## src/rtl/spi_slave_if.sv

```systemverilog
// spi_slave_if: SPI pins plus TX/RX handshake and status signals of spi_slave
interface spi_slave_if;
  logic       spi_SCLK;
  logic       spi_MOSI;
  logic       spi_SS_n;
  logic       spi_MISO;
  logic       spi_MISO_oe;
  logic [7:0] tx_data;
  logic       tx_valid;
  logic       tx_ready;
  logic [7:0] rx_data;
  logic       rx_valid;
  logic       rx_ready;
  logic       busy;
  logic       rx_overrun;
  logic       tx_underrun;
  modport slave (
    input  spi_SCLK, spi_MOSI, spi_SS_n, tx_data, tx_valid, rx_ready,
    output spi_MISO, spi_MISO_oe, tx_ready, rx_data, rx_valid, busy, rx_overrun, tx_underrun
  );
  modport master (
    output spi_SCLK, spi_MOSI, spi_SS_n, tx_data, tx_valid, rx_ready,
    input  spi_MISO, spi_MISO_oe, tx_ready, rx_data, rx_valid, busy, rx_overrun, tx_underrun
  );
endinterface

```

## src/rtl/spi_slave.sv

```systemverilog
// spi_slave: SPI mode-0 slave, 1-entry TX buffer; define SPI_SLAVE_RX_FIFO_EN for a 4-entry RX FIFO instead of a holding register
module spi_slave #(
  parameter int         SYNC_STAGES = 2,
  parameter logic [7:0] DUMMY_BYTE  = 8'hFF
) (
  input logic        clk_clk,
  input logic        reset_reset_n,
  spi_slave_if.slave bus
);
  localparam logic [1:0] IDLE  = 2'd0;
  localparam logic [1:0] LOAD  = 2'd1;
  localparam logic [1:0] SHIFT = 2'd2;
  logic [SYNC_STAGES-1:0] sclk_sync, mosi_sync, ss_sync;
  logic [SYNC_STAGES:0]   fill;
  logic       sclk_q, ss_q;
  logic [1:0] state;
  logic [7:0] tx_shift, rx_shift, tx_buf, rx_word;
  logic [2:0] bit_cnt;
  logic       tx_full, rx_push, rx_overrun_q, tx_underrun_q;
  logic       sclk_s, mosi_s, ss_s, sclk_rise, sclk_fall, ss_fall, in_shift, reload, take;
  logic       rx_valid_i, rx_full, pop, accept;
  logic [7:0] rx_data_i;
  assign sclk_s    = sclk_sync[SYNC_STAGES-1];
  assign mosi_s    = mosi_sync[SYNC_STAGES-1];
  assign ss_s      = ss_sync[SYNC_STAGES-1];
  assign sclk_rise = sclk_s & ~sclk_q;
  assign sclk_fall = ~sclk_s & sclk_q;
  assign ss_fall   = fill[SYNC_STAGES] & ss_q & ~ss_s;
  assign in_shift  = (state == SHIFT) & ~ss_s;
  assign reload    = ((state == LOAD) & ~ss_s) | (in_shift & sclk_fall & (bit_cnt == 3'd0));
  assign take      = bus.tx_valid & ~tx_full;
  assign pop       = rx_valid_i & bus.rx_ready;
  assign accept    = rx_push & (~rx_full | pop);
  assign bus.spi_MISO_oe = state != IDLE;
  assign bus.busy        = state != IDLE;
  assign bus.spi_MISO    = (state != IDLE) & tx_shift[7];
  assign bus.tx_ready    = ~tx_full;
  assign bus.rx_valid    = rx_valid_i;
  assign bus.rx_data     = rx_data_i;
  assign bus.rx_overrun  = rx_overrun_q;
  assign bus.tx_underrun = tx_underrun_q;
  always_ff @(posedge clk_clk or negedge reset_reset_n) begin
    if (!reset_reset_n) begin
      sclk_sync <= '0;
      mosi_sync <= '0;
      ss_sync   <= '1;
      fill      <= '0;
      sclk_q    <= 1'b0;
      ss_q      <= 1'b1;
    end else begin
      sclk_sync <= {sclk_sync[SYNC_STAGES-2:0], bus.spi_SCLK};
      mosi_sync <= {mosi_sync[SYNC_STAGES-2:0], bus.spi_MOSI};
      ss_sync   <= {ss_sync[SYNC_STAGES-2:0], bus.spi_SS_n};
      fill      <= {fill[SYNC_STAGES-1:0], 1'b1};
      sclk_q    <= sclk_s;
      ss_q      <= ss_s;
    end
  end
  always_ff @(posedge clk_clk or negedge reset_reset_n) begin
    if (!reset_reset_n) state <= IDLE;
    else state <= ss_s ? IDLE : (state == IDLE) ? (ss_fall ? LOAD : IDLE) : SHIFT;
  end
  always_ff @(posedge clk_clk or negedge reset_reset_n) begin
    if (!reset_reset_n) begin
      tx_shift <= '0;
      rx_shift <= '0;
      rx_word  <= '0;
      bit_cnt  <= '0;
      rx_push  <= 1'b0;
    end else begin
      rx_push <= in_shift & sclk_rise & (bit_cnt == 3'd7);
      if (ss_s || state == LOAD) begin
        rx_shift <= '0;
        bit_cnt  <= '0;
      end else if (in_shift && sclk_rise) begin
        rx_shift <= {rx_shift[6:0], mosi_s};
        bit_cnt  <= bit_cnt + 3'd1;
      end
      if (in_shift && sclk_rise && bit_cnt == 3'd7) rx_word <= {rx_shift[6:0], mosi_s};
      if (reload) tx_shift <= tx_full ? tx_buf : DUMMY_BYTE;
      else if (in_shift && sclk_fall) tx_shift <= {tx_shift[6:0], 1'b0};
    end
  end
  always_ff @(posedge clk_clk or negedge reset_reset_n) begin
    if (!reset_reset_n) begin
      tx_buf        <= '0;
      tx_full       <= 1'b0;
      tx_underrun_q <= 1'b0;
      rx_overrun_q  <= 1'b0;
    end else begin
      tx_underrun_q <= reload & ~tx_full;
      rx_overrun_q  <= rx_push & rx_full & ~pop;
      tx_full       <= (tx_full & ~reload) | take;
      if (take) tx_buf <= bus.tx_data;
    end
  end
`ifdef SPI_SLAVE_RX_FIFO_EN
  logic [7:0] fifo [4];
  logic [1:0] wr_ptr, rd_ptr;
  logic [2:0] count;
  assign rx_full    = count[2];
  assign rx_valid_i = |count;
  assign rx_data_i  = fifo[rd_ptr];
  always_ff @(posedge clk_clk or negedge reset_reset_n) begin
    if (!reset_reset_n) begin
      fifo   <= '{default: '0};
      wr_ptr <= '0;
      rd_ptr <= '0;
      count  <= '0;
    end else begin
      if (accept) begin
        fifo[wr_ptr] <= rx_word;
        wr_ptr       <= wr_ptr + 2'd1;
      end
      if (pop) rd_ptr <= rd_ptr + 2'd1;
      count <= count + 3'(accept) - 3'(pop);
    end
  end
`else
  logic [7:0] rx_hold;
  logic       rx_held;
  assign rx_full    = rx_held;
  assign rx_valid_i = rx_held;
  assign rx_data_i  = rx_hold;
  always_ff @(posedge clk_clk or negedge reset_reset_n) begin
    if (!reset_reset_n) begin
      rx_hold <= '0;
      rx_held <= 1'b0;
    end else begin
      if (accept) rx_hold <= rx_word;
      rx_held <= accept | (rx_held & ~pop);
    end
  end
`endif
endmodule

```

## src/flat_wrapper.sv

```systemverilog
// flat-port wrapper written by rule: the top's interface ports become plain ports
module spi_slave_flat 
#(
  parameter int         SYNC_STAGES = 2,
  parameter logic [7:0] DUMMY_BYTE  = 8'hFF
)
  (clk_clk, reset_reset_n, bus_spi_SCLK, bus_spi_MOSI, bus_spi_SS_n, bus_tx_data, bus_tx_valid, bus_rx_ready, bus_spi_MISO, bus_spi_MISO_oe, bus_tx_ready, bus_rx_data, bus_rx_valid, bus_busy, bus_rx_overrun, bus_tx_underrun);
  spi_slave_if bus_i ();
  input logic clk_clk;
  input logic reset_reset_n;
  input wire logic [$bits(bus_i.spi_SCLK)-1:0] bus_spi_SCLK;
  input wire logic [$bits(bus_i.spi_MOSI)-1:0] bus_spi_MOSI;
  input wire logic [$bits(bus_i.spi_SS_n)-1:0] bus_spi_SS_n;
  input wire logic [$bits(bus_i.tx_data)-1:0] bus_tx_data;
  input wire logic [$bits(bus_i.tx_valid)-1:0] bus_tx_valid;
  input wire logic [$bits(bus_i.rx_ready)-1:0] bus_rx_ready;
  output wire logic [$bits(bus_i.spi_MISO)-1:0] bus_spi_MISO;
  output wire logic [$bits(bus_i.spi_MISO_oe)-1:0] bus_spi_MISO_oe;
  output wire logic [$bits(bus_i.tx_ready)-1:0] bus_tx_ready;
  output wire logic [$bits(bus_i.rx_data)-1:0] bus_rx_data;
  output wire logic [$bits(bus_i.rx_valid)-1:0] bus_rx_valid;
  output wire logic [$bits(bus_i.busy)-1:0] bus_busy;
  output wire logic [$bits(bus_i.rx_overrun)-1:0] bus_rx_overrun;
  output wire logic [$bits(bus_i.tx_underrun)-1:0] bus_tx_underrun;
  assign bus_i.spi_SCLK = bus_spi_SCLK;
  assign bus_i.spi_MOSI = bus_spi_MOSI;
  assign bus_i.spi_SS_n = bus_spi_SS_n;
  assign bus_i.tx_data = bus_tx_data;
  assign bus_i.tx_valid = bus_tx_valid;
  assign bus_i.rx_ready = bus_rx_ready;
  assign bus_spi_MISO = bus_i.spi_MISO;
  assign bus_spi_MISO_oe = bus_i.spi_MISO_oe;
  assign bus_tx_ready = bus_i.tx_ready;
  assign bus_rx_data = bus_i.rx_data;
  assign bus_rx_valid = bus_i.rx_valid;
  assign bus_busy = bus_i.busy;
  assign bus_rx_overrun = bus_i.rx_overrun;
  assign bus_tx_underrun = bus_i.tx_underrun;
  spi_slave #(.SYNC_STAGES(SYNC_STAGES), .DUMMY_BYTE(DUMMY_BYTE)) u_core (.clk_clk(clk_clk), .reset_reset_n(reset_reset_n), .bus(bus_i));
endmodule
```

## config.mk

```make
export PLATFORM = sky130hd
export DESIGN_NAME = spi_slave_flat
export DESIGN_NICKNAME = d
export VERILOG_FILES = /design/src/rtl/spi_slave_if.sv /design/src/rtl/spi_slave.sv /design/src/flat_wrapper.sv
export SDC_FILE = /design/constraint.sdc
export NUM_CORES = 1
export LEC_CHECK = 0
export CORE_MARGIN = 1.5
export CORE_UTILIZATION = 54
export CTS_CLUSTER_DIAMETER = 50
export DETAILED_ROUTE_END_ITERATION = 10
export PLACE_DENSITY = 0.88
export SYNTH_ARGS = -nofsm -noshare
export SYNTH_HDL_FRONTEND = slang
export SYNTH_SLANG_ARGS = --single-unit
export TNS_END_PERCENT = 10
```

## constraint.sdc

```tcl
create_clock -name clk_clk -period 4.4 [get_ports clk_clk]
set_input_delay 0.88 -clock clk_clk [delete_from_list [all_inputs] [get_ports clk_clk]]
set_output_delay 0.88 -clock clk_clk [all_outputs]
set_load 0.02 [all_outputs]
```

==> impl_metrics.yaml, run 1 <==
worst_setup_path:
  max_stage_delay_ps: 550
  crit_buf_inv: 2
  worst_ep_arrival_time_ps: 1700
  path_cells: "nor2_1, inv_1, clkdlybuf4s50_1"
  crit_slowest_cell: "clkdlybuf4s50_1"
  setup.worst_path.start_class: "flop"
  worstPathMaxFanout: 4
  worstSetupPathType: "flop to output pin"
  crit_family: "buffers and inverters"
  endpoint_kind: "output pin"
  crit_required_ps: 3520
logic_synthesis:
  synth_fa_ha_area_frac: 0.0159
  synth_top_family_by_area: "multiplexers"
  postSynthAreaPerCell_um2: 13.3
  synth_xor_area_frac: 0.00372
  yosysWarnings: 0
  yosys-top-cells-area: "dfrtp_1 (61%), mux2_2 (11%), nor2_1 (4.0%)"
  syn_nets: 195
  synth_area_leader_cell: "dfrtp_1"
  synth_seq_cells: 60
  synthSimpleGateAreaFrac: 0.0940
  ys_seq_area_frac: 0.639
  synth-compound-area-share: 0.0563
  ys_types: 29
  muxShareOfSynthArea: 0.153
  netlist.area_leader.share: 0.606
  syn_inst: 177
  syn_area_um2: 2350
cts:
  clk_latency_ps: 330
  cts_inserted_buffers: 9
  clock_path_buffers: 2
  h-tree-depth: 3
  clock-sinks: 60
  post_cts_resized: 0
  cts-root-buf: "clkbuf_8"
  hold_buffers: 0
  path_clk_slew_ps: 60
  cts_setup_buffers: 0
  cts_tree: "done"
global_route:
  overflow: 0
  grt_max_degree: 61
  first_global_vias: 1444
  grt_pass1_wl_um: 6640
  grt_antenna_before_repair: 0
  track_usage: 0.183
power:
  clkPwrFrac: 0.371
  ir_drop_v: 0.000276
  seqPwrFrac: 0.529
  power_frac_comb: 0.099
  swShare: 0.236
  leakage_nw: 1.34
  p_per_area_nw_per_um2: 437
  p_switching_w: 0.000293
  internal-power_w: 0.000949
  p_total_w: 0.00124
detailed_routing:
  num_vias: 1409
  viasPerCell: 5.32
  first_pass_iters: 4
  drc: 0
  avgRoutedWirePerCell_um: 14.2
  wl_um: 3770
  drt_iter0_markers: 81
  postRouteAntennaNets: 0
placed_design:
  portBuffers: 29
  pre_cts_ws_ps: 1950
  dp_cells: 249
  gp_congestion: 0.812
  dpl.hpwl_um: 2460
timing:
  rsz0062_at_grt: "no"
  holdWs_ps: 352
  maxSlewHeadroom: 0.519
  finClkSkew_ps: 7.76
  finalSetupViolCount: 0
  final_hold_viol_count: 0
  post-route-worst-setup-slack_ps: 1820
  post-route-period-util: 0.585
  period_minus_slack_ps: 2580
  worstMarginPinSlew_ps: 722
  slew_viol_final: 0
  fin_tns_setup_ps: 0
  fmax_mhz: 388
hold_path:
  hp-class: "flop to flop"
final_layout:
  final_cell_count_no_fill: 265
  final_cell_mix: "dfrtp_1 (57), clkdlybuf4s50_1 (28), nor2_1 (25), mux2_2 (22), clkbuf_8 (13)"
  fill_cells: 294
  nNetsFinal: 228
  layout_commonest_cell: "dfrtp_1"
  n_antenna_cell: 0
  syn2layout_area_growth_pct: 20.6
  drive_gt1_frac: 0.209
status:
  status: "complete, no violations"
floorplan:
  die_x_um: 69.0
  coreArea_um2: 4090
  row_count: 23
  ios: 30
  initial_core_util: 0.576
  die_y_um: 69.0
  die_area_um2: 4770
job:
  maxCapViolations: 0
==> registers in the layout (all words and copies together), names as in the netlist, 2 cells and up <==
register / cells
u_core.rx_word: 8
u_core.state: 2
u_core.tx_buf: 8
u_core.tx_shift: 8
u_core.bit_cnt: 3
u_core.fill: 3
u_core.sclk_sync: 2
u_core.ss_sync: 2
u_core.mosi_sync: 2
u_core.bus.rx_data: 8
u_core.rx_shift: 7
==> cell families (layout without fill, tap and decap cells) <==
| logic type | count (synthesis) | count (layout) |
|---|---|---|
| other cells | 1 | 1 |
| buf+inv | 14 | 52 |
| simple gates | 48 | 48 |
| compound gates | 17 | 17 |
| flops | 60 | 60 |
| mux | 33 | 33 |
| fa+ha+maj | 3 | 3 |
| xor+xnor | 1 | 1 |
==> final cells by class <==
class,count,area (um^2),area share
clock buffers,15,186,0.0657
clock inverters,1,5.00,0.00176
inverters,6,22.5,0.00793
multi-input cells,103,764,0.269
flip-flops and latches,60,1510,0.530
well taps,50,62.6,0.0220
repair buffers,30,293,0.103
==> layer usage <==
metal	share of wire	global-route usage
met5	0	0
met4	0.041	0.133
met3	0.035	0.0526
met2	0.47	0.267
met1	0.46	0.234
==> final timing paths <==
kind	startpoint	endpoint	slack, ps	cells past startpoint
min in group asynchronous	reset_reset_n	u_core.bus.rx_data[2]$_DFFE_PN0P_	680	2
min	u_core.mosi_sync[0]$_DFF_PN0_	u_core.mosi_sync[1]$_DFF_PN0_	350	0
max	u_core.state[0]$_DFF_PN0_	bus_spi_MISO_oe	1820	3
max reg2reg	u_core.ss_sync[1]$_DFF_PN1_	u_core.rx_word[3]$_DFFE_PN0P_	2710	4
max in group asynchronous	reset_reset_n	u_core.tx_full$_DFF_PN0_	3230	2
min reg2reg	u_core.mosi_sync[0]$_DFF_PN0_	u_core.mosi_sync[1]$_DFF_PN0_	350	0
==> through the flow <==
| stage | util | cell area, um^2 |
|---|---|---|
| finish | 0.695 | 2840 |
| CTS | 0.695 | 2840 |
| global route | 0.695 | 2840 |
| global placement | 0.648 | 2650 |
| floorplan | - | 2350 |
| detailed placement | 0.648 | 2650 |
==> power groups by stage <==
stage | combinational [W] | sequential [W] | clock, W
2_1_floorplan | 0.0000872 | 0.000652 | 0
3_3_place_gp | 0.000120 | 0.000662 | 0
3_5_place_dp | 0.000126 | 0.000666 | 0
4_1_cts | 0.000126 | 0.000657 | 0.000470
5_1_grt | 0.000140 | 0.000666 | 0.000493
6_report | 0.000123 | 0.000657 | 0.000461
==> cells in the mapped netlist, drive strengths merged <==
cell and count:
and4b 1, clkbuf 2, nor3 2, xnor2 1, o21a 1, conb 1
dfstp 3, a21o 1, mux2 24, o31ai 8, dfrtp 57, nand3 1
inv 6, nand2b 4, nor2b 2, a211oi 7, nor2 25, ha 3
nand4bb 1, mux2i 9, nand2 12, buf 6
(Power assumes the default switching activity.)
==> inputs of run 2 (changes only) <==
- clock period: 4.4 -> 2.6 ns (I/O delays scaled with it)
==> run 2 against run 1 <==
  * Flip-flop and latch count unchanged
  * Final cell count up 0.38%
  * Clock-buffer cell count unchanged
  * Core utilization down 0.73 points
  * Combinational power up 73%
  * Design area down 1.1%
  * Sequential share of layout area up 0.57 points
  * Non-clock buffer count up 2
  * Critical path depth unchanged
  * Critical path type unchanged
  * Clock power up 39%
  * Setup slack worse by 1300 ps
  * Die area unchanged
==> impl_metrics.yaml, run 2 (synthesis results as in run 1) <==
status:
  status: "complete, no violations"
power:
  internal-power_w: 0.00150
  swShare: 0.236
  clkPwrFrac: 0.325
  power_frac_comb: 0.108
  ir_drop_v: 0.000422
  p_per_area_nw_per_um2: 700
  seqPwrFrac: 0.567
  p_switching_w: 0.000464
  leakage_nw: 1.32
timing:
  fin_tns_setup_ps: 0
  holdWs_ps: 147
  finalSetupViolCount: 0
  post-route-period-util: 0.816
  rsz0062_at_grt: "no"
  finClkSkew_ps: 7.97
  final_hold_viol_count: 0
  period_minus_slack_ps: 2120
  post-route-worst-setup-slack_ps: 479
  slew_viol_final: 0
  maxSlewHeadroom: 0.652
  worstMarginPinSlew_ps: 523
  fmax_mhz: 471
floorplan:
  coreArea_um2: 4090
  die_y_um: 69.0
  ios: 30
  initial_core_util: 0.576
  die_area_um2: 4770
  row_count: 23
  die_x_um: 69.0
detailed_routing:
  wl_met1_um: 1690
  wl_um: 3610
  drc: 0
  num_vias: 1391
  routed-wl-met2_um: 1720
  viasPerCell: 5.23
  avgRoutedWirePerCell_um: 13.6
  wl_met3_um: 130
  top_layer: "met4"
  postRouteAntennaNets: 0
  drt_iter0_markers: 104
  first_pass_iters: 4
final_layout:
  n_antenna_cell: 0
  layout_commonest_cell: "dfrtp_1"
  final_cell_mix: "dfrtp_1 (57), clkdlybuf4s50_1 (28), nor2_1 (25), mux2_2 (22), nand2_1 (11)"
  drive_gt1_frac: 0.194
  fin_area_um2: 2810
  nNetsFinal: 230
  syn2layout_area_growth_pct: 19.3
  fill_cells: 294
hold_path:
  hp-class: "input port to async pin"
worst_setup_path:
  r2r_cells: 4
  worst_ep_arrival_time_ps: 1600
  r2r-end: "u_core.rx_word[1]$_DFFE_PN0P_"
  endpoint_kind: "output pin"
  crit_required_ps: 2080
  regToRegSetupSlack_ps: 900
  worstSetupPathType: "flop to output pin"
  max_stage_delay_ps: 540
  setup.worst_path.start_class: "flop"
  crit_slowest_cell: "clkdlybuf4s50_1"
  worstSetupEndpoint: "bus_busy"
  timing.rr.start: "u_core.ss_sync[1]$_DFF_PN1_"
  crit_start: "u_core.state[0]$_DFF_PN0_"
  worstPathMaxFanout: 4
  path_cells: "nor2_1, inv_1, clkdlybuf4s50_1"
placed_design:
  portBuffers: 29
  place_area_um2: 2660
  dpl.hpwl_um: 2610
  gp_congestion: 0.766
  pre_cts_ws_ps: 712
cts:
  cts_tree: "done"
  clock-sinks: 60
  post_cts_resized: 0
  hold_buffers: 0
  path_clk_slew_ps: 60
  cts-root-buf: "clkbuf_8"
  h-tree-depth: 3
  clock_path_buffers: 2
  cts_setup_buffers: 0
  cts_inserted_buffers: 9
  clk_latency_ps: 330
global_route:
  grt_max_degree: 25
  track_usage: 0.176
  grt_antenna_before_repair: 0
  first_global_vias: 1430
  grt_pass1_wl_um: 6580
  overflow: 0
job:
  maxCapViolations: 0
[run 2: worst min path at each step]
stage / slack (ps) / to / startpoint / cells past startpoint
floorplan: 220 / u_core.bit_cnt[0]$_DFFE_PN0P_ / reset_reset_n / 0
global placement: 330 / u_core.fill[1]$_DFF_PN0_ / u_core.fill[0]$_DFF_PN0_ / 0
detailed placement: 340 / u_core.mosi_sync[1]$_DFF_PN0_ / u_core.mosi_sync[0]$_DFF_PN0_ / 0
CTS: 160 / u_core.rx_word[0]$_DFFE_PN0P_ / reset_reset_n / 1
global route: 190 / u_core.rx_word[0]$_DFFE_PN0P_ / reset_reset_n / 1
finish: 150 / u_core.rx_word[0]$_DFFE_PN0P_ / reset_reset_n / 1
[run 2: metal layers]
metal / vias up / track usage
li1: 669 / -
met1: 687 / 0.245
met2: 26 / 0.253
met3: 9 / 0.0541
met4: 0 / 0.0850
met5: - / 0
[run 2: power groups by stage]
stage	combinational [W]	clock (W)	sequential, W
after floorplan	0.000148	0	0.00110
after global placement	0.000205	0	0.00112
after detailed placement	0.000218	0	0.00113
after CTS	0.000217	0.000663	0.00111
after global routing	0.000241	0.000703	0.00112
final	0.000213	0.000639	0.00111
[run 2: critical path: cells and delay by family, from the launching register on]
kind,cells,cell delay [ps]
simple gates,1,250
buf+inv,2,630
flops,1,400
[run 2: layout make-up]
type,instances,area [um^2],area share
flip-flops and latches,60,1510,0.536
multi-input cells,103,764,0.272
repair buffers,32,308,0.110
clock buffers,15,146,0.0521
well taps,50,62.6,0.0223
inverters,6,22.5,0.00802
[run 2: stage by stage]
stage	instances	total power (W)	utilization
2_1_floorplan	177	0.00125	-
3_3_place_gp	251	0.00133	0.652
3_5_place_dp	251	0.00135	0.652
4_1_cts	266	0.00199	0.687
5_1_grt	266	0.00207	0.687
6_report	266	0.00197	0.687
==> inputs of run 3 (changes only) <==
- CORE_UTILIZATION: 54 -> 49
- PLACE_DENSITY: 0.88 -> 0.85
- clock period: 2.6 -> 1.8 ns (I/O delays scaled with it)
==> run 3 against run 2 <==
  * Via count grew 2.7%
  * Final cell count grew 3.0%
  * Flip-flop and latch count is the same
  * Combinational power grew 47%
  * Worst hold slack lost 130 ps
  * Routed wire length grew 8.3%
  * Sequential power grew 43%
  * Critical endpoint is now bus_spi_MISO_oe
  * Core utilization shrank 6.5 points
  * Clock-buffer cell count shrank 3
  * Register-to-register slack lost 640 ps
  * Highest routed layer unchanged
  * Setup slack lost 350 ps
  * Clock skew shrank 2.3 ps
  * Largest cell class unchanged
==> impl_metrics.yaml, run 3 (synthesis results as in run 1) <==
worst_setup_path:
  worstPathMaxFanout: 4
  setup.worst_path.start_class: "flop"
  worstSetupPathType: "flop to output pin"
  worst_ep_arrival_time_ps: 1320
  endpoint_kind: "output pin"
  crit_required_ps: 1440
final_layout:
  n_antenna_cell: 0
  fin_area_um2: 2900
  fin_util: 0.623
  nNetsFinal: 233
  area.sequential_um2: 1510
  fill_cells: 344
  layout_commonest_cell: "dfrtp_1"
  syn2layout_area_growth_pct: 23.3
  drive_gt1_frac: 0.236
  multi_input_area_um2: 767
  final_cell_mix: "dfrtp_1 (57), nor2_1 (24), clkdlybuf4s50_1 (24), mux2_2 (22)"
placed_design:
  portBuffers: 29
  gp_congestion: 0.789
  dpl.hpwl_um: 2690
  place_area_um2: 2700
cts:
  clock_path_buffers: 2
  clk_latency_ps: 340
  h-tree-depth: 3
  cts_inserted_buffers: 9
  cts-root-buf: "clkbuf_8"
  clock-sinks: 60
  cts_tree: "done"
  path_clk_slew_ps: 60
  cts_setup_buffers: 0
timing:
  rsz0062_at_grt: "no"
  fmax_mhz: 597
  finalSetupViolCount: 0
  finClkSkew_ps: 5.71
  final_hold_viol_count: 0
  period_minus_slack_ps: 1680
  maxSlewHeadroom: 0.628
  slew_viol_final: 0
  post-route-period-util: 0.931
  fin_tns_setup_ps: 0
  worstMarginPinSlew_ps: 558
power:
  seqPwrFrac: 0.511
  ir_drop_v: 0.000699
  p_per_area_nw_per_um2: 1070
  internal-power_w: 0.00238
  swShare: 0.236
  leakage_nw: 1.38
  power_frac_comb: 0.100
  p_total_w: 0.00312
  p_switching_w: 0.000737
  clkPwrFrac: 0.389
global_route:
  use_met1: 0.242
  first_global_vias: 1459
  busiest_layer: "met1"
  grt_max_degree: 26
  track_usage: 0.174
  grt_antenna_before_repair: 0
  overflow: 0
  met2_usage: 0.239
  met3_usage: 0.0403
  grt_pass1_wl_um: 6760
floorplan:
  die_area_um2: 5230
  initial_core_util: 0.505
  die_x_um: 72.3
  die_y_um: 72.3
  ios: 30
  coreArea_um2: 4660
  row_count: 25
detailed_routing:
  first_pass_iters: 4
  drc: 0
  avgRoutedWirePerCell_um: 14.3
  viasPerCell: 5.21
  postRouteAntennaNets: 0
  drt_iter0_markers: 96
  wl_um: 3910
  num_vias: 1428
status:
  status: "complete, no violations"
hold_path:
  hp-class: "input port to async pin"
job:
  maxCapViolations: 0
[run 3: cell types whose count changed in the layout (fill, tap and decap cells not counted), sizes merged]
cell	before	now
buf	4	7
clkinv	0	2
dlygate4sd2	0	4
bufinv	0	1
clkdlybuf4s50	28	24
clkbuf	15	12
clkinvlp	0	1
[run 3: per-layer routing]
metal / up-vias / part of all wire
li1: 680 / -
met1: 708 / 0.47
met2: 25 / 0.46
met3: 15 / 0.032
met4: 0 / 0.034
met5: - / 0
[run 3: through the flow]
| stage | instances | setup WS [ps] | hold WS [ps] |
|---|---|---|---|
| finish | 274 | 124 | 12.3 |
| global placement | 258 | 108 | 332 |
| floorplan | 177 | 375 | 64.4 |
| detailed placement | 258 | 51.3 | 341 |
| global route | 274 | 15.0 | 49.3 |
| CTS | 274 | 113 | 19.5 |
[run 3: final cells by class]
class | instances | share of cell area
Timing Repair Buffer | 35 | 0.116
Clock buffer | 12 | 0.0534
Tap cell | 54 | 0.0233
Inverter | 6 | 0.00776
Sequential cell | 60 | 0.519
Multi-Input combinational cell | 103 | 0.264
Clock inverter | 4 | 0.0164
[run 3: final timing paths]
path | from | end | slack [ps] | cells past startpoint
max | u_core.state[0]$_DFF_PN0_ | bus_spi_MISO_oe | 120 | 3
min in group clk_clk | u_core.fill[1]$_DFF_PN0_ | u_core.fill[2]$_DFF_PN0_ | 350 | 0
min reg2reg | u_core.fill[1]$_DFF_PN0_ | u_core.fill[2]$_DFF_PN0_ | 350 | 0
max in group asynchronous | reset_reset_n | u_core.tx_shift[2]$_DFFE_PN0P_ | 1200 | 2
min | reset_reset_n | u_core.state[0]$_DFF_PN0_ | 10 | 1
max reg2reg | u_core.bit_cnt[0]$_DFFE_PN0P_ | u_core.tx_shift[6]$_DFFE_PN0P_ | 260 | 6
[run 3: power by group through the flow]
stage | sequential, W | combinational (W) | clock, W
global placement | 0.00161 | 0.000307 | 0
finish | 0.00159 | 0.000313 | 0.00121
floorplan | 0.00159 | 0.000213 | 0
global route | 0.00162 | 0.000353 | 0.00130
CTS | 0.00159 | 0.000317 | 0.00123
detailed placement | 0.00162 | 0.000322 | 0
[run 3: critical path, cell delays in order (launching register included)]
cell and delay, ps:
dfrtp_1 410, nor2_2 190, inv_1 60, dlygate4sd2_1 320
[run 3: what timing repair did]
action | CTS | global route
hold buffers | 0 | 0
gates resized for setup | 5 | 0
setup endpoints to repair | 4 | 0
hold endpoints to repair | 0 | 0
==> edit 1, RTL diff (config.mk and constraints of run 3) <==
Add a define of `SPI_SLAVE_RX_FIFO_EN`.
--- a/src/rtl/spi_slave.sv
+++ b/src/rtl/spi_slave.sv
@@ -1,4 +1,6 @@
 // spi_slave: SPI mode-0 slave, 1-entry TX buffer; define SPI_SLAVE_RX_FIFO_EN for a 4-entry RX FIFO instead of a holding register
+`define SPI_SLAVE_RX_FIFO_EN
+
 module spi_slave #(
   parameter int         SYNC_STAGES = 2,
   parameter logic [7:0] DUMMY_BYTE  = 8'hFF
Function: no difference found for any inputs over 10 cycles, from zero or initial values and one cycle with reset_reset_n low; that may be too few to reach the edited logic, so the function may still have changed.
==> edit 1 against run 3 <==
- the run now ends with setup timing left
- power is 42% higher
- first-iteration DRC count is 39% lower
- worst hold slack better by 0.34 ns
- final cell count is 49% higher
- cell area is 54% higher
- worst setup slack worse by 0.25 ns
- wire length is 59% higher
- sequential cell count is 30 higher
- area after synthesis is 60% higher
- combinational power grew to 2.5 times the old value
- global-route usage is 0.16 points lower
- largest power group unchanged
==> edit 1: results (changes against run 3) <==
- Share of layout cells above drive strength 1: 0.377 (+0.140)
- Total routed wirelength: 6190 µm (+59%)
- Hold Crit Class: reg2reg
- Top cells by area, synth: dfrtp_1 (58%), mux2_2 (11%), mux4_2 (4.8%), mux2_4 (3.2%), ha_1 (2.7%)
- Hold_buf cts: 1 (+1)
- Pre-CTS setup slack: -0.342 ns (-0.393 ns)
- Synth Area in Adders: 0.0318 (+0.0159)
- Placed cells: 389 (+51%)
- Non-clk bufs: 45 (+29%)
- Clock buf count: 9 (-3)
- Multi-input combinational area share: 0.328 (+0.0634)
- XOR/XNOR Fraction of Synth Area: 0.0116 (+0.00788)
- CTS clk-pin slew, worst paths: 0.09 ns (+0.03 ns)
- Final worst slack: -0.128 ns (-0.252 ns)
- Layout area overhead: 18.5%
- Core Region: 7370 µm² (+58%)
- Outcome: finished with violations
- Clock network share of area: 0.0394 (-0.0304)
- Critical Path Max Stage Delay: 0.53 ns (+0.12 ns)
- Compound-Gate Fraction of Synth Area: 0.0590 (+0.00266)
- First-pass GRT wire length: 11100 µm (+64%)
- Post-Synthesis Cells: 256 (+45%)
- Maximum vdd drop: 611 µV (-13%)
- Final setup violation count: 8 (+8)
- Setup TNS: -0.947 ns (-0.947 ns)
- Post-synth top cells: dfrtp_1 (87), mux2_2 (38), nor2_1 (14)
- Failing checks: setup timing
-- edit 1: changes by cell type after synthesis, moves of 8 or more --
cell / delta
mux4_2: +8
mux2_2: +16
mux2i_1: -9
dfrtp_1: +30
mux2_4: +8
nor2_1: -11
a22o_1: +9
-- edit 1: per-layer routing --
| layer | wire, µm | vias to the layer above | global-route usage |
|---|---|---|---|
| li1 | - | 1005 | - |
| met1 | 2730 | 1087 | 0.210 |
| met2 | 3200 | 35 | 0.297 |
| met3 | 200 | 5 | 0.0556 |
| met4 | 59 | 0 | 0.0456 |
| met5 | 0 | - | 0 |
-- edit 1: power by group --
group | switching [mW] | internal [mW] | leakage [nW] | total [mW]
logic | 0.341 | 0.445 | 0.970 | 0.786
registers | 0.174 | 2.25 | 1.17 | 2.42
clock network | 0.721 | 0.511 | 0.0900 | 1.23
total | 1.24 | 3.20 | 2.23 | 4.44
==> edit 2, RTL diff (config.mk and constraints of run 3) <==
Made on the original files. `SYNC_STAGES` is set to 2 in 2 places; all go to 4.
--- a/src/rtl/spi_slave.sv
+++ b/src/rtl/spi_slave.sv
@@ -1,6 +1,6 @@
 // spi_slave: SPI mode-0 slave, 1-entry TX buffer; define SPI_SLAVE_RX_FIFO_EN for a 4-entry RX FIFO instead of a holding register
 module spi_slave #(
-  parameter int         SYNC_STAGES = 2,
+  parameter int         SYNC_STAGES = 4,
   parameter logic [7:0] DUMMY_BYTE  = 8'hFF
 ) (
   input logic        clk_clk,
--- a/src/flat_wrapper.sv
+++ b/src/flat_wrapper.sv
@@ -1,7 +1,7 @@
 // flat-port wrapper written by rule: the top's interface ports become plain ports
 module spi_slave_flat 
 #(
-  parameter int         SYNC_STAGES = 2,
+  parameter int         SYNC_STAGES = 4,
   parameter logic [7:0] DUMMY_BYTE  = 8'hFF
 )
   (clk_clk, reset_reset_n, bus_spi_SCLK, bus_spi_MOSI, bus_spi_SS_n, bus_tx_data, bus_tx_valid, bus_rx_ready, bus_spi_MISO, bus_spi_MISO_oe, bus_tx_ready, bus_rx_data, bus_rx_valid, bus_busy, bus_rx_overrun, bus_tx_underrun);
Function: changed (Yosys sat finds a counterexample within 10 cycles, from zero or initial values and one cycle with reset_reset_n low).
==> edit 2 against run 3 <==
- sequential share of layout area increased by 2.2 points
- power increased by 11%
- critical endpoint is now bus_busy
- wire length increased by 5.5%
- area after synthesis increased by 8.0%
- sequential cell count increased by 8
- fmax decreased by 1.1%
- critical path type unchanged
- worst setup slack got worse by 0.018 ns
- clock skew decreased by 0.00098 ns
- die area increased by 7.7%
- critical path depth unchanged
- final cell count increased by 4.7%
- non-clock buffer count decreased by 2
- cell area increased by 8.8%
- sequential power increased by 13%
==> edit 2: results (changes against run 3) <==
- Non-clk bufs: 33 (-5.7%)
- Setup Skew: 0.00473 ns (-0.000984 ns)
- Clock-net power: 1.35 mW (+12%)
- Via count: 1457 (+2.0%)
- Hold endpoint: u_core.sclk_sync[3]
- Final setup violation count: 0 (unchanged)
- Top cells by area, synth: dfrtp_1 (62%), mux2_2 (7.5%), dfstp_2 (5.2%), mux2_4 (4.7%), a22o_1 (3.1%)
- Signal inverters: 6 (unchanged)
- Share of layout cells above drive strength 1: 0.263 (+0.0263)
- Postcts setup bufs: 0 (unchanged)
- Synthesized Nets: 192 (-1.5%)
- Seq. pwr: 1.80 mW (+13%)
- Post-CTS sizing: 5 (unchanged)
- Ant diodes: 0 (unchanged)
- Nets: 230 (-1.3%)
- Sw Share: 0.226 (-0.0102)
- Worst r2r dst: u_core.rx_word[7]
- Hold Crit Class: reg2reg
- Yosys warning count: 0 (unchanged)
- Worst Tran Pin Value: 0.517 ns (-0.0413 ns)
- Pleak: 1.52 nW (+9.9%)
- FF-to-FF setup slack: 0.20 ns (-0.06 ns)
- Post-synth top cells: dfrtp_1 (63), mux2_2 (17), nor2_1 (14)
- DP HPWL: 2820 µm (+4.9%)
- CTS sink cnt: 68 (+13%)
- Clock Tree Buf Depth: 2 (unchanged)
- CTS root buf: clkbuf_8
- Hold_buf cts: 1 (+1)
- Post-synth cell types: 28 (-3.4%)
- Largest net degree at the start of global routing: 29 (+12%)
- Count of multi-input gates: 94 (-8.7%)
- Filler cells: 404 (+17%)
- Total track usage: 0.168 (-0.00649)
- Maximum vdd drop: 673 µV (-3.8%)
- Clock buf count: 11 (-1)
- R2R cell count: 4 (-2)
- Hold slack: 0.349 ns (+0.337 ns)
- Area occupied by multi-input gates: 787 µm² (+2.6%)
- Sequential cell area: 1710 µm² (+13%)
- DR iter-0 viols: 48 (-50%)
- Final GP Congestion: 0.743 (-5.8%)
- Worst skew pair latency: 0.33 ns
- Post-synthesis sequential area ratio: 0.671 (+0.0322)
- Outcome: finished, final reports clean
- CP max FO: 5 (+1)
- First-pass GRT wire length: 6810 µm (+0.71%)
- Buffering overhead: 0.107 (-0.00945)
- Total routed wirelength: 4120 µm (+5.5%)
- Reg-to-reg startpoint: u_core.state[0]
- Clock network share of area: 0.0685 (-0.00131)
edit 2: cell count changes in the layout (fill, tap and decap cells not counted), sizes merged, moves of 3 or more:
cell	delta
mux2i	-9
nor2	-11
a22o	+9
dfrtp	+6
buf	-3
edit 2: worst max-delay path: stages, from the launching register on:
cell	delay, ns
dfrtp_1	0.42
nor2_2	0.20
inv_1	0.07
dlygate4sd2_1	0.32
edit 2: worst max-delay path by stage:
stage	from	end	slack (ns)	cells past startpoint
global placement	bus_rx_ready	u_core.bus.rx_data[7]	0.12	4
detailed placement	bus_rx_ready	u_core.bus.rx_data[3]	0.07	4
global route	u_core.state[0]	bus_spi_MISO	0.02	3
finish	u_core.state[0]	bus_busy	0.11	3
floorplan	u_core.state[0]	u_core.rx_word[0]	0.40	4
CTS	u_core.state[0]	bus_busy	0.08	3
edit 2: routing by layer:
layer	track usage	routed length (µm)	up-vias
met5	0	0	-
met4	0.0970	78	0
met3	0.0361	104	10
met2	0.254	2040	21
met1	0.226	1900	741
li1	-	-	685
edit 2: stage by stage:
| step | instance area (µm²) | setup slack, ns | power (mW) | cells | util |
|---|---|---|---|---|---|
| 2_1_floorplan | 2540 | 0.404 | 2.00 | 174 | - |
| 3_3_place_gp | 2940 | 0.122 | 2.12 | 270 | 0.582 |
| 3_5_place_dp | 2940 | 0.0699 | 2.14 | 270 | 0.582 |
| 4_1_cts | 3160 | 0.0757 | 3.50 | 287 | 0.627 |
| 5_1_grt | 3160 | 0.0238 | 3.62 | 287 | 0.627 |
| 6_report | 3160 | 0.106 | 3.46 | 287 | 0.627 |
edit 2: cells by family after synthesis:
logic type,count (synthesis),share of synthesized area
muxes,25,0.122
AOI/OAI and AO/OA,26,0.0856
DFF,68,0.671
other,1,0.00147
and+or+nand+nor,39,0.0841
adders and majority gates,3,0.0148
buffers and inverters,12,0.0202
